[config.mk]
export PLATFORM = sky130hd
export DESIGN_NAME = bin2bcd_disp
export DESIGN_NICKNAME = d
export VERILOG_FILES = /design/src/rtl/display_pkg.sv /design/src/rtl/bcd_add3.sv /design/src/rtl/bin2bcd_disp.sv
export SDC_FILE = /design/constraint.sdc
export NUM_CORES = 1
export LEC_CHECK = 0
export ABC_CLOCK_PERIOD_IN_PS = 3800
export CAP_MARGIN = 15
export CORE_MARGIN = 2
export CORE_UTILIZATION = 59
export CTS_CLUSTER_DIAMETER = 30
export DETAILED_ROUTE_END_ITERATION = 8
export PLACE_DENSITY = 0.85
export SLEW_MARGIN = 25
export SYNTH_ARGS = -nofsm -noshare
export SYNTH_HDL_FRONTEND = slang
export SYNTH_SLANG_ARGS = --single-unit
[constraint.sdc]
create_clock -name clk -period 3.8 [get_ports clk]
set_input_delay 0.57 -clock clk [delete_from_list [all_inputs] [get_ports clk]]
set_output_delay 0.57 -clock clk [all_outputs]
set_load 0.01 [all_outputs]
[src/rtl/display_pkg.sv]
// Shared types and constants for the binary-to-BCD display front end.
// Imported by the converter top and by anything else that drives the 8-digit display.
package display_pkg;

    typedef enum logic [1:0] {
        IDLE  = 2'd0,
        SHIFT = 2'd1,
        DONE  = 2'd2
    } bcdState_e;

    localparam int          BCD_DIGITS  = 8;
    localparam logic [26:0] BCD_MAX     = 27'd99_999_999;
    localparam logic [31:0] OVF_PATTERN = 32'hEEEE_EEEE;

endpackage

[src/rtl/bcd_add3.sv]
// Double-dabble digit correction: a nibble of 5 or more gets 3 added before the shift.
// Inputs never exceed 9, so the result tops out at 4'hC and never carries.
module bcd_add3 (
    input  logic [3:0] digit_i,
    output logic [3:0] digit_o
);

    assign digit_o = (digit_i >= 4'd5) ? digit_i + 4'd3 : digit_i;

endmodule

[src/rtl/bin2bcd_disp.sv]
// Sequential double-dabble converter feeding the seven-segment driver, one shift per clock.
// The result register only changes on completion, so the display never shows partial values.
module bin2bcd_disp
    import display_pkg::*;
#(
    parameter int          BIN_W      = 27,
    parameter logic [3:0]  OVF_NIBBLE = 4'hE
) (
    input  logic             clk,
    input  logic             rst_n,
    input  logic [BIN_W-1:0] bin_data,
    input  logic             start,
    output logic             busy,
    output logic             done,
    output logic             ovf,
    output logic [31:0]      bcd_data
);

    localparam int CNT_W = $clog2(BIN_W);

    bcdState_e        state_q, state_d;
    logic [BIN_W-1:0] shiftReg_q, shiftReg_d;
    logic [31:0]      bcdAcc_q, bcdAcc_d;
    logic [CNT_W-1:0] cnt_q, cnt_d;
    logic             ovfPend_q, ovfPend_d;
    logic [31:0]      bcdOut_q, bcdOut_d;
    logic             ovf_q, ovf_d;
    logic             done_q, done_d;

    logic [31:0]      accCorr;
    logic [26:0]      binExt;

    // Zero-extend so the range compare works for every legal BIN_W.
    assign binExt = 27'(bin_data);

    for (genvar g = 0; g < BCD_DIGITS; g++) begin : gAdd3
        bcd_add3 uAdd3 (
            .digit_i (bcdAcc_q[4*g +: 4]),
            .digit_o (accCorr[4*g +: 4])
        );
    end

    always_ff @(posedge clk) begin
        if (!rst_n) begin
            state_q    <= IDLE;
            shiftReg_q <= '0;
            bcdAcc_q   <= '0;
            cnt_q      <= '0;
            ovfPend_q  <= 1'b0;
            bcdOut_q   <= '0;
            ovf_q      <= 1'b0;
            done_q     <= 1'b0;
        end else begin
            state_q    <= state_d;
            shiftReg_q <= shiftReg_d;
            bcdAcc_q   <= bcdAcc_d;
            cnt_q      <= cnt_d;
            ovfPend_q  <= ovfPend_d;
            bcdOut_q   <= bcdOut_d;
            ovf_q      <= ovf_d;
            done_q     <= done_d;
        end
    end

    always_comb begin
        state_d    = state_q;
        shiftReg_d = shiftReg_q;
        bcdAcc_d   = bcdAcc_q;
        cnt_d      = cnt_q;
        ovfPend_d  = ovfPend_q;
        bcdOut_d   = bcdOut_q;
        ovf_d      = ovf_q;
        done_d     = 1'b0;

        case (state_q)
            IDLE: begin
                if (start) begin
                    shiftReg_d = bin_data;
                    bcdAcc_d   = '0;
                    cnt_d      = '0;
                    ovfPend_d  = (binExt > BCD_MAX);
                    state_d    = SHIFT;
                end
            end
            SHIFT: begin
                {bcdAcc_d, shiftReg_d} = {accCorr, shiftReg_q} << 1;
                cnt_d = cnt_q + 1'b1;
                if (cnt_q == CNT_W'(BIN_W - 1)) begin
                    state_d = DONE;
                end
            end
            DONE: begin
                bcdOut_d = ovfPend_q ? {BCD_DIGITS{OVF_NIBBLE}} : bcdAcc_q;
                ovf_d    = ovfPend_q;
                done_d   = 1'b1;
                state_d  = IDLE;
            end
            default: begin
                state_d = IDLE;
            end
        endcase
    end

    assign busy     = (state_q != IDLE);
    assign done     = done_q;
    assign ovf      = ovf_q;
    assign bcd_data = bcdOut_q;

endmodule

### After elaboration in Yosys (flattened, before gate mapping)

Cells that the tools add are included.

* register bits: 101
* word-level logic and storage cells: 56
* input port bits: 30
* output and inout bits: 35

* equal/unequal tests: 5
* $add $sub $neg: 9
* mux-type cells: 19
* reductions and logical operators: 6
* magnitude comparators: 9

Operators with widths (count)
* $mux 32: 2
* $pmux 32 s2: 1
* $pmux 27 s2: 1
* $ge 4x3->1 const B: 8
* $add 4x2->4 const B: 7
* $mux 4: 7
* $gt 27x27->1 const B: 1
* $mux 27: 1
* $pmux 5 s2: 1
* $reduce_and 2->1: 3
* $add 5x1->5 const B: 1
* $eq 5x5->1 const B: 1
* $mux 5: 1
* $mux 2: 2
* $ne 2x2->1 const B: 2
* $pmux 2 s2: 1
* $reduce_bool 2->1: 2
* $add 3x2->3 const B: 1
* $mux 3: 1
* $eq 2x1->1 const B: 1
* $eq 2x2->1 const B: 1
* $logic_not 2->1: 1
* $mux 1: 1

### Longest topological paths before layout

Gate-level depths: netlist of run 1.

* depth in word-level cells: 3
* depth in mapped cells: 6
* gate-level depth less buffers: 6

### Cells and area by module

A second synthesis of run 1 with hierarchy kept.

* cells, all modules: 550
* area, all modules: 4719.5 um2

By module, submodules not included
* bin2bcd_disp: area an instance 3908.7 um2, sequential area each 2021.9 um2, instances 1, cells each 422
* bcd_add3: area an instance 101.3 um2, sequential area each 0.0 um2, instances 8, cells each 16

### Worst setup path before layout of run 1

No wires, ideal clock.

* path kind: input -> register
* start: input port start
* end: register shiftReg_q[10]
* path buffers: 2
* data arrival time: 1.427 ns
* library setup time: 0.119 ns
* cell stages on the path: 5
* setup slack: 2.254 ns
* cells stage by stage: or3b_1 > buf_4 > buf_6 > o221ai_1 > nor2_1

* cells in the longest elaborated chain, start to end: 2

Ends and longest elaborated chain
* from (decl): RTL line bin2bcd_disp.sv:12 `input logic start,`
* $ne 2x2->1 (no line)
* $reduce_and 2->1 (no line)
* to (signal assigned): RTL line bin2bcd_disp.sv:55 `shiftReg_q <= shiftReg_d;`
* to (decl): RTL line bin2bcd_disp.sv:22 `logic [BIN_W-1:0] shiftReg_q, shiftReg_d;`

No other way between the ends.
A chain may end at the register's enable or synchronous reset.

### Worst setup path in the final report of run 1

* start: input port start
* end: register shiftReg_q[25]

The elaborated chain is that of the path after synthesis.

==> results of run 1 <==
## cell families (layout without fill, tap and decap cells)
kind of cell,Yosys count,count (layout),share of synthesized area (%)
AOI/OAI and AO/OA,106,106,16.8
muxes,8,8,1.96
and+or+nand+nor,220,220,24.0
buffers and inverters,53,103,5.38
adders and majority gates,18,18,4.90
DFF,101,101,43.9
xor gates and xnor gates,16,16,3.05
## through the flow
stage               cell area [um^2]  total power, mW  worst slack [ns]  hold slack, ns  cells
floorplan                       4600             1.25              2.25           0.435    522
global placement                5230             1.31              1.24           0.450    658
detailed placement              5240             1.31              1.19           0.458    658
CTS                             5410             1.92              1.57           0.472    674
global route                    5410             1.99              1.45           0.504    674
finish                          5410             1.92              1.56           0.469    674
## placed cells by master (no fill, tap or decap), drive strengths merged, types with 4 or more instances in the layout
| master | synthesis | final |
|---|---|---|
| dfxtp | 101 | 101 |
| nor3 | 48 | 48 |
| mux2 | 8 | 8 |
| ha | 18 | 18 |
| nor2b | 4 | 4 |
| inv | 17 | 20 |
| or3 | 8 | 8 |
| buf | 25 | 7 |
| o221ai | 22 | 22 |
| o21ai | 18 | 18 |
| xor2 | 8 | 8 |
| a22oi | 4 | 4 |
| o21a | 8 | 8 |
| nand2 | 23 | 23 |
| clkdlybuf4s50 | 0 | 63 |
| xnor2 | 8 | 8 |
| clkbuf | 11 | 10 |
| a21oi | 12 | 12 |
| nor3b | 25 | 25 |
| nand3 | 14 | 14 |
| o2bb2ai | 16 | 16 |
| a21boi | 23 | 23 |
| nand2b | 10 | 10 |
| nor2 | 78 | 78 |
## cell type report
cell class | instances | area [um^2] | area share (%)
multi-input cells | 368 | 2340 | 43.3
flip-flops and latches | 101 | 2020 | 37.4
repair buffers | 70 | 681 | 12.6
clock buffers | 10 | 128 | 2.36
well taps | 102 | 128 | 2.36
inverters | 17 | 63.8 | 1.18
clock inverters | 6 | 46.3 | 0.856
## flip-flops by register name, indices dropped and copies added (netlist names)
name,flops
bcdAcc_q,32
bcd_data,32
ovfPend_q,1
shiftReg_q,27
cnt_q,5
state_q,2
done,1
ovf,1
## power breakdown
| group | total [mW] | switching (mW) | internal (mW) | leakage [nW] |
|---|---|---|---|---|
| combinational | 0.179 | 0.104 | 0.0749 | 0.968 |
| clock | 0.625 | 0.381 | 0.244 | 0.0837 |
| sequential | 1.11 | 0.0227 | 1.09 | 0.820 |
## worst register-to-register path, stage by stage (launching register included)
cell and delay (ns):
dfxtp_1 0.50, or3b_1 0.54, nand2_1 0.17, nor2_2 0.64, o2bb2ai_1 0.19
## routing by layer
metal | share of wire (%) | vias to the layer above | track usage [%]
met3 | 4.4 | 19 | 4.07
met5 | 0 | - | 0
met1 | 45 | 1835 | 31.7
li1 | - | 1922 | -
met2 | 48 | 106 | 40.4
met4 | 2.4 | 0 | 12.2
## worst paths after layout
path                                        to  slack (ns)  cells past startpoint
worst max-delay path            shiftReg_q[25]        1.56                      6
worst min-delay path                       ovf        0.47                      2
worst max register to register    bcdAcc_q[17]        1.68                      4
worst min register to register             ovf        0.47                      2
==> reports/metrics.cfg, run 1 <==
[floorplan]
dieArea_um2=8520
die_h_um=92.3
initial_utilization_pct=60.2
rows=32
num_io_pins=65
die_w_um=92.3
core-area_um2=7650

[clocking]
htreeDepth=3
clk_pin_slew_ns=0.10
post_cts_resized=0
cts.sinks=101
clock_latency_ns=0.37
cts-root-buf=clkbuf_8
holdBufCountCts=0
cts_inserted_buffers=9
cts_buffer_depth=2
cts_tree=done
post_cts_buffers=0

[global_routing]
grt_pass1_wl_um=17100
grt_pass1_vias=3770
grt_util_all_layers_pct=24.7
grt_max_degree=52
grt_antenna_before_repair=0
overflow=0

[setup_path]
end_kind=register
crit_family=simple AND/OR/NAND/NOR gates
cp.required_ns=4.09
crit_chain=clkdlybuf4s50_1 -> or3b_1 -> buf_4 -> nand2_2 -> nor2_1 -> nor3_1
worstSetupPathType=in2reg
worst_path_max_delay_cell=or3b_1
path_buf_inv=2
worstPathArrival_ns=2.53
crit_path_max_fanout=22
r2r_start=state_q[0]
critical_path.max_stage_delay_ns=0.62
startpoint=start
setup.worst_path.start_class=input port

[sta]
fmax_ghz=0.447
final_max_slew_viol_count=0
rsz0062_at_grt=no
finalHoldViolCount=0
relSlewSlack_pct=45.0
finalCritPeriodShare_pct=58.8
period_needed_ns=2.24
final.setup_skew_ns=0.0109
setup_violations=0
tns_ns=0
worst_slew_pin_slew_ns=0.825

[finish]
drive_gt1_share_pct=6.82
num_antenna_cells=0
n_fill_cell=606
layout-area-overhead-vs-synth_pct=17.6
fin_util_pct=70.7
finalNetCount=615

[pwr]
p_leak_nw=1.87
cellPowerDensity_nw_per_um2=354
ir_drop_v=0.000211

[detailed_routing]
routed_wl_um=10200
wl_per_cell_um=15.1
ant_nets=0
num_vias=3882
drtIter0Drc=159
drc=0
dr.pass1.iters=4
vias_per_cell=5.76

[synth]
synth.top_cell.area_share_pct=43.9
synthTopCellsByCount=101 x dfxtp_1, 75 x nor2_1, 48 x nor3_1
ys_warn_count=0
synth-main-ff-cell=dfxtp_1
ys_async_sr_fraction_pct=0
synth_most_common_cell=dfxtp_1
synth_area_leader_cell=dfxtp_1
synth_area_leaders=dfxtp_1 44%, nor2_1 6.1%, nor3_1 5.2%
ys_types=40
ys_seq_area_share_pct=43.9
synth_edf_count=0
synth_fp_nets=570
synth.cell_area_um2=4600
syn_inst=522
ys_ff_latch=101
avgSynthCellArea_um2=8.81

[job]
cap_violations=0

[worst_hold_path]
hold_path.class=reg2reg
min-delay-start=ovf

[placement]
gp_congestion=0.831
port_buffers=64
hpwlAfterDp_um=6920

[run_status]
status=complete, no violations

Note: power is estimated with default switching activity, not from simulation.
==> inputs of run 2 (changes only) <==
ABC_CLOCK_PERIOD_IN_PS = 2320   (was 3800)
CORE_UTILIZATION = 54   (was 59)
PLACE_DENSITY = 0.79   (was 0.85)
clock period = 2.32 ns   (was 3.8 ns; I/O delays follow)
==> run 2 against run 1 <==
  * Combinational power up 74%
  * Register-to-register slack lost 1.2 ns
  * Clock power grew 62%
  * Critical path type is now reg2out
  * Critical path depth fell by 4
  * Highest routed layer unchanged
==> reports/metrics.cfg, run 2 (synthesis gave the netlist of run 1 again) <==
[sta]
setup_violations=0
finalHoldViolCount=0
tns_ns=0
fin_ws_ns=0.423
final_max_slew_viol_count=0
worst_slew_pin_slew_ns=0.723
finalCritPeriodShare_pct=81.8
rsz0062_at_grt=no
period_needed_ns=1.90
fmax_ghz=0.527
final.setup_skew_ns=0.0117
relSlewSlack_pct=51.7

[setup_path]
worstSetupPathType=reg2out
end_kind=primary output
crit_path_max_fanout=7
critical_path.max_stage_delay_ns=0.49
cp.required_ns=1.97
reg2reg_depth=5
crit_chain=or2_2 -> clkdlybuf4s50_1
worstPathArrival_ns=1.55
crit_family=buffers and inverters
path_depth=2
r2r_start=state_q[1]
setup.worst_path.start_class=register
path_buf_inv=1
worst_path_max_delay_cell=clkdlybuf4s50_1
startpoint=state_q[1]
r2r_end=shiftReg_q[24]
r2r_setup_slack_ns=0.48
critPathCapture=busy

[clocking]
cts.sinks=101
htreeDepth=3
cts_inserted_buffers=9
post_cts_buffers=0
holdBufCountCts=0
clock_latency_ns=0.36
post_cts_resized=0
cts_tree=done
clk_pin_slew_ns=0.09
cts-root-buf=clkbuf_8
cts_buffer_depth=2

[global_routing]
grt_max_degree=87
grt_antenna_before_repair=0
grt_use_met3_pct=4.62
grt_pass1_vias=3610
grt_util_all_layers_pct=23.0
busiest_layer=met2
use_met2_pct=40.6
use_met1_pct=28.1
grt_pass1_wl_um=16800
overflow=0

[detailed_routing]
ant_nets=0
vias_per_cell=5.69
dr.pass1.iters=4
num_vias=3904
drtIter0Drc=159
wl_per_cell_um=14.8
routed_wl_um=10100
drc=0

[finish]
final_cell_mix=101 x dfxtp_1, 75 x nor2_1, 63 x clkdlybuf4s50_1
final_common_cell=dfxtp_1
fin_area_um2=5500
n_fill_cell=695
finalNetCount=625
layout-area-overhead-vs-synth_pct=19.4
num_antenna_cells=0
fin_util_pct=66.5
final_cells=686
drive_gt1_share_pct=8.26

[pwr]
p_leak_nw=1.92
ir_drop_v=0.000341
cellPowerDensity_nw_per_um2=572

[placement]
hpwlAfterDp_um=7050
port_buffers=64
postPlaceCellArea_um2=5320
preCtsSetupSlack_ns=0.236
gp_congestion=0.826
dp_cells=671

[floorplan]
dieArea_um2=9270
core-area_um2=8260
die_h_um=96.3
die_w_um=96.3
rows=33
initial_utilization_pct=55.7
num_io_pins=65

[job]
cap_violations=0

[run_status]
status=complete, no violations

[worst_hold_path]
hold_path.class=in2reg

-- run 2: cell types whose count changed in the layout (fill, tap and decap cells not counted) --
cell        delta
buf_4          +9
clkinvlp_4     +1
clkbuf_1       -1
nor2b_2        +1
buf_12         +1
inv_6          -2
nor2b_4        -1
dfxtp_1        +1
dfxtp_2        -1
clkbuf_8       +1
-- run 2: per-layer routing --
layer / vias up / share of wire (%)
met5: - / 0
met4: 0 / 0.91
met3: 8 / 4.0
met2: 87 / 50
met1: 1874 / 45
li1: 1935 / -
-- run 2: worst reg2reg max path: stages, from the launching register on --
cell,delay [ns]
dfxtp_1,0.47
nand2b_1,0.58
nand2_2,0.24
buf_4,0.27
nor2_1,0.13
nor2_1,0.05
-- run 2: where the power goes --
part	switching (mW)	internal, mW
Sequential	0.0344	1.78
Clock	0.596	0.416
Combinational	0.174	0.137
Total	0.805	2.34
-- run 2: final cells by class --
cell class | instances | area [um^2] | share of cell area (%)
Clock inverter | 5 | 36.3 | 0.660
Inverter | 17 | 63.8 | 1.16
Multi-Input combinational cell | 368 | 2340 | 42.5
Sequential cell | 101 | 2020 | 36.8
Tap cell | 105 | 131 | 2.39
Timing Repair Buffer | 80 | 768 | 14.0
Clock buffer | 10 | 138 | 2.50
-- run 2: worst min-delay path by stage --
stage              startpoint              to  slack [ns]  depth (start not counted)
3_3_place_gp   shiftReg_q[24]  shiftReg_q[24]        0.45                          2
3_5_place_dp    shiftReg_q[4]   shiftReg_q[4]        0.46                          2
2_1_floorplan  shiftReg_q[24]  shiftReg_q[24]        0.43                          2
5_1_grt                 rst_n        cnt_q[2]        0.35                          3
4_1_cts                 rst_n        cnt_q[2]        0.32                          3
6_report                rst_n        cnt_q[2]        0.33                          3
-- run 2: metrics by stage --
| step | total power, mW | hold WS [ns] |
|---|---|---|
| after floorplan | 2.05 | 0.435 |
| after global placement | 2.16 | 0.449 |
| after detailed placement | 2.17 | 0.457 |
| after CTS | 3.17 | 0.315 |
| after global routing | 3.27 | 0.354 |
| final | 3.14 | 0.331 |
==> inputs of run 3 (changes only) <==
ABC_CLOCK_PERIOD_IN_PS = 1900   (was 2320)
clock period = 1.9 ns   (was 2.32 ns; I/O delays follow)
==> run 3 against run 2 <==
  * Worst hold slack lost 0.091 ns
  * Cell count grew 0.15%
  * Sequential share of layout area shrank 0.52 points
  * Setup slack lost 0.33 ns
  * First-iteration DRC count shrank 14%
  * Core utilization grew 1.0 points
  * Design area grew 1.5%
  * Sequential cell count is the same
  * Power grew 32%
  * Critical path depth is the same
  * Clock power grew 52%
  * Die area is the same
  * Critical path type unchanged
==> reports/metrics.cfg, run 3 (synthesis gave the netlist of run 1 again) <==
[clocking]
clk_pin_slew_ns=0.09
cts-root-buf=clkbuf_8
clock_latency_ns=0.37
cts.sinks=101
cts_inserted_buffers=9
htreeDepth=3
cts_tree=done
cts_buffer_depth=2
holdBufCountCts=0

[floorplan]
core-area_um2=8260
initial_utilization_pct=55.7
dieArea_um2=9270
die_h_um=96.3
die_w_um=96.3
rows=33
num_io_pins=65

[setup_path]
crit_family=buffers and inverters
path_depth=2
reg2reg_depth=6
crit_path_max_fanout=7
end_kind=primary output
worstSetupPathType=reg2out
crit_chain=or2_2 -> clkdlybuf4s50_1
critical_path.max_stage_delay_ns=0.49
r2r_setup_slack_ns=0.23
cp.required_ns=1.62
worst_path_max_delay_cell=clkdlybuf4s50_1
setup.worst_path.start_class=register
worstPathArrival_ns=1.53
path_buf_inv=1

[global_routing]
grt_util_all_layers_pct=23.3
overflow=0
grt_pass1_vias=3603
grt_antenna_before_repair=0
grt_pass1_wl_um=16900
grt_max_degree=87

[worst_hold_path]
whs_path_depth=3
hold_path.class=in2reg

[pwr]
comb_power_share_pct=9.4
p_leak_nw=1.97
swShare_pct=23.6
seqPwrFrac_pct=53.5
switching_power_mw=0.980
cellPowerDensity_nw_per_um2=743
ir_drop_v=0.000593
clkPwrFrac_pct=37.1
p_int_mw=3.16

[detailed_routing]
wl_per_cell_um=14.8
dr.pass1.iters=4
ant_nets=0
vias_per_cell=5.65
drtIter0Drc=137
num_vias=3883
drc=0
routed_wl_um=10200

[run_status]
status=complete, no violations

[finish]
final_common_cell=dfxtp_1
finalNetCount=626
n_fill_cell=662
final_cell_mix=99 x dfxtp_1, 75 x nor2_1, 63 x clkdlybuf4s50_1
drive_gt1_share_pct=8.59
layout-area-overhead-vs-synth_pct=21.3
num_antenna_cells=0

[placement]
port_buffers=64
hpwlAfterDp_um=6990
preCtsSetupSlack_ns=0.00751
gp_congestion=0.837

[sta]
finalHoldViolCount=0
worst_slew_pin_slew_ns=0.687
relSlewSlack_pct=54.2
finalCritPeriodShare_pct=95.3
tns_ns=0
final.setup_skew_ns=0.00991
final_max_slew_viol_count=0
rsz0062_at_grt=no
period_needed_ns=1.81
setup_violations=0
fmax_ghz=0.552
fin_ws_ns=0.0893

[job]
cap_violations=0

## run 3: changes by cell type in the layout (fill, tap and decap cells not counted), moves of 2 or more
cell	previous run	this run
buf_12	1	3
clkinvlp_4	3	0
bufinv_16	0	2
dfxtp_1	101	99
dfxtp_2	0	2
## run 3: final cells by class
cell class                 instances  area [um^2]  area share, %
clock buffer                      12          155           2.78
tap                              105          131           2.35
sequential                       101         2020           36.3
inverter                          17         63.8           1.14
multi-input combinational        368         2340           41.9
clock inverter                     3         68.8           1.23
timing repair buffer              81          801           14.3
## run 3: path summary, 6_finish.rpt
path	start	endpoint
min	rst_n	cnt_q[2]
max	state_q[1]	busy
min reg2reg	bcd_data[0]	bcd_data[0]
max reg2reg	bcdAcc_q[9]	bcdAcc_q[10]
## run 3: stage by stage
| step | instance area [um^2] | hold WS [ns] | cells | power (mW) | utilization (%) |
|---|---|---|---|---|---|
| 2_1_floorplan | 4600 | 0.430 | 522 | 2.50 | - |
| 3_3_place_gp | 5350 | 0.448 | 672 | 2.64 | 64.8 |
| 3_5_place_dp | 5350 | 0.456 | 672 | 2.66 | 64.8 |
| 4_1_cts | 5580 | 0.233 | 687 | 4.17 | 67.5 |
| 5_1_grt | 5580 | 0.249 | 687 | 4.30 | 67.6 |
| 6_report | 5580 | 0.240 | 687 | 4.14 | 67.6 |
## run 3: power groups by stage
stage | clock (mW) | combinational, mW | sequential, mW
finish | 1.54 | 0.391 | 2.22
global route | 1.65 | 0.433 | 2.22
CTS | 1.56 | 0.392 | 2.22
detailed placement | 0 | 0.391 | 2.26
global placement | 0 | 0.382 | 2.26
floorplan | 0 | 0.244 | 2.25
## run 3: repair_timing
action / CTS / global route
setup endpoints to repair: 0 / 1
resized for setup: 0 / 2
buffers inserted: 0 / 0
## run 3: worst register-to-register path: cells and delay by family, from the launching register on
kind | cells | cell delay, ns
DFF | 1 | 0.39
adders and majority gates | 1 | 0.17
muxes | 1 | 0.37
AOI/OAI and AO/OA | 2 | 0.43
buffers and inverters | 1 | 0.09
and+or+nand+nor | 1 | 0.14
## run 3: routing by layer
metal	GRT usage, %	vias up	share of wire [%]	wire length, um
met2	41.3	109	50	5110
met3	4.54	10	4.3	436
met5	0	-	0	0
li1	-	1941	-	-
met4	6.92	0	1.5	157
met1	28.5	1823	44	4450
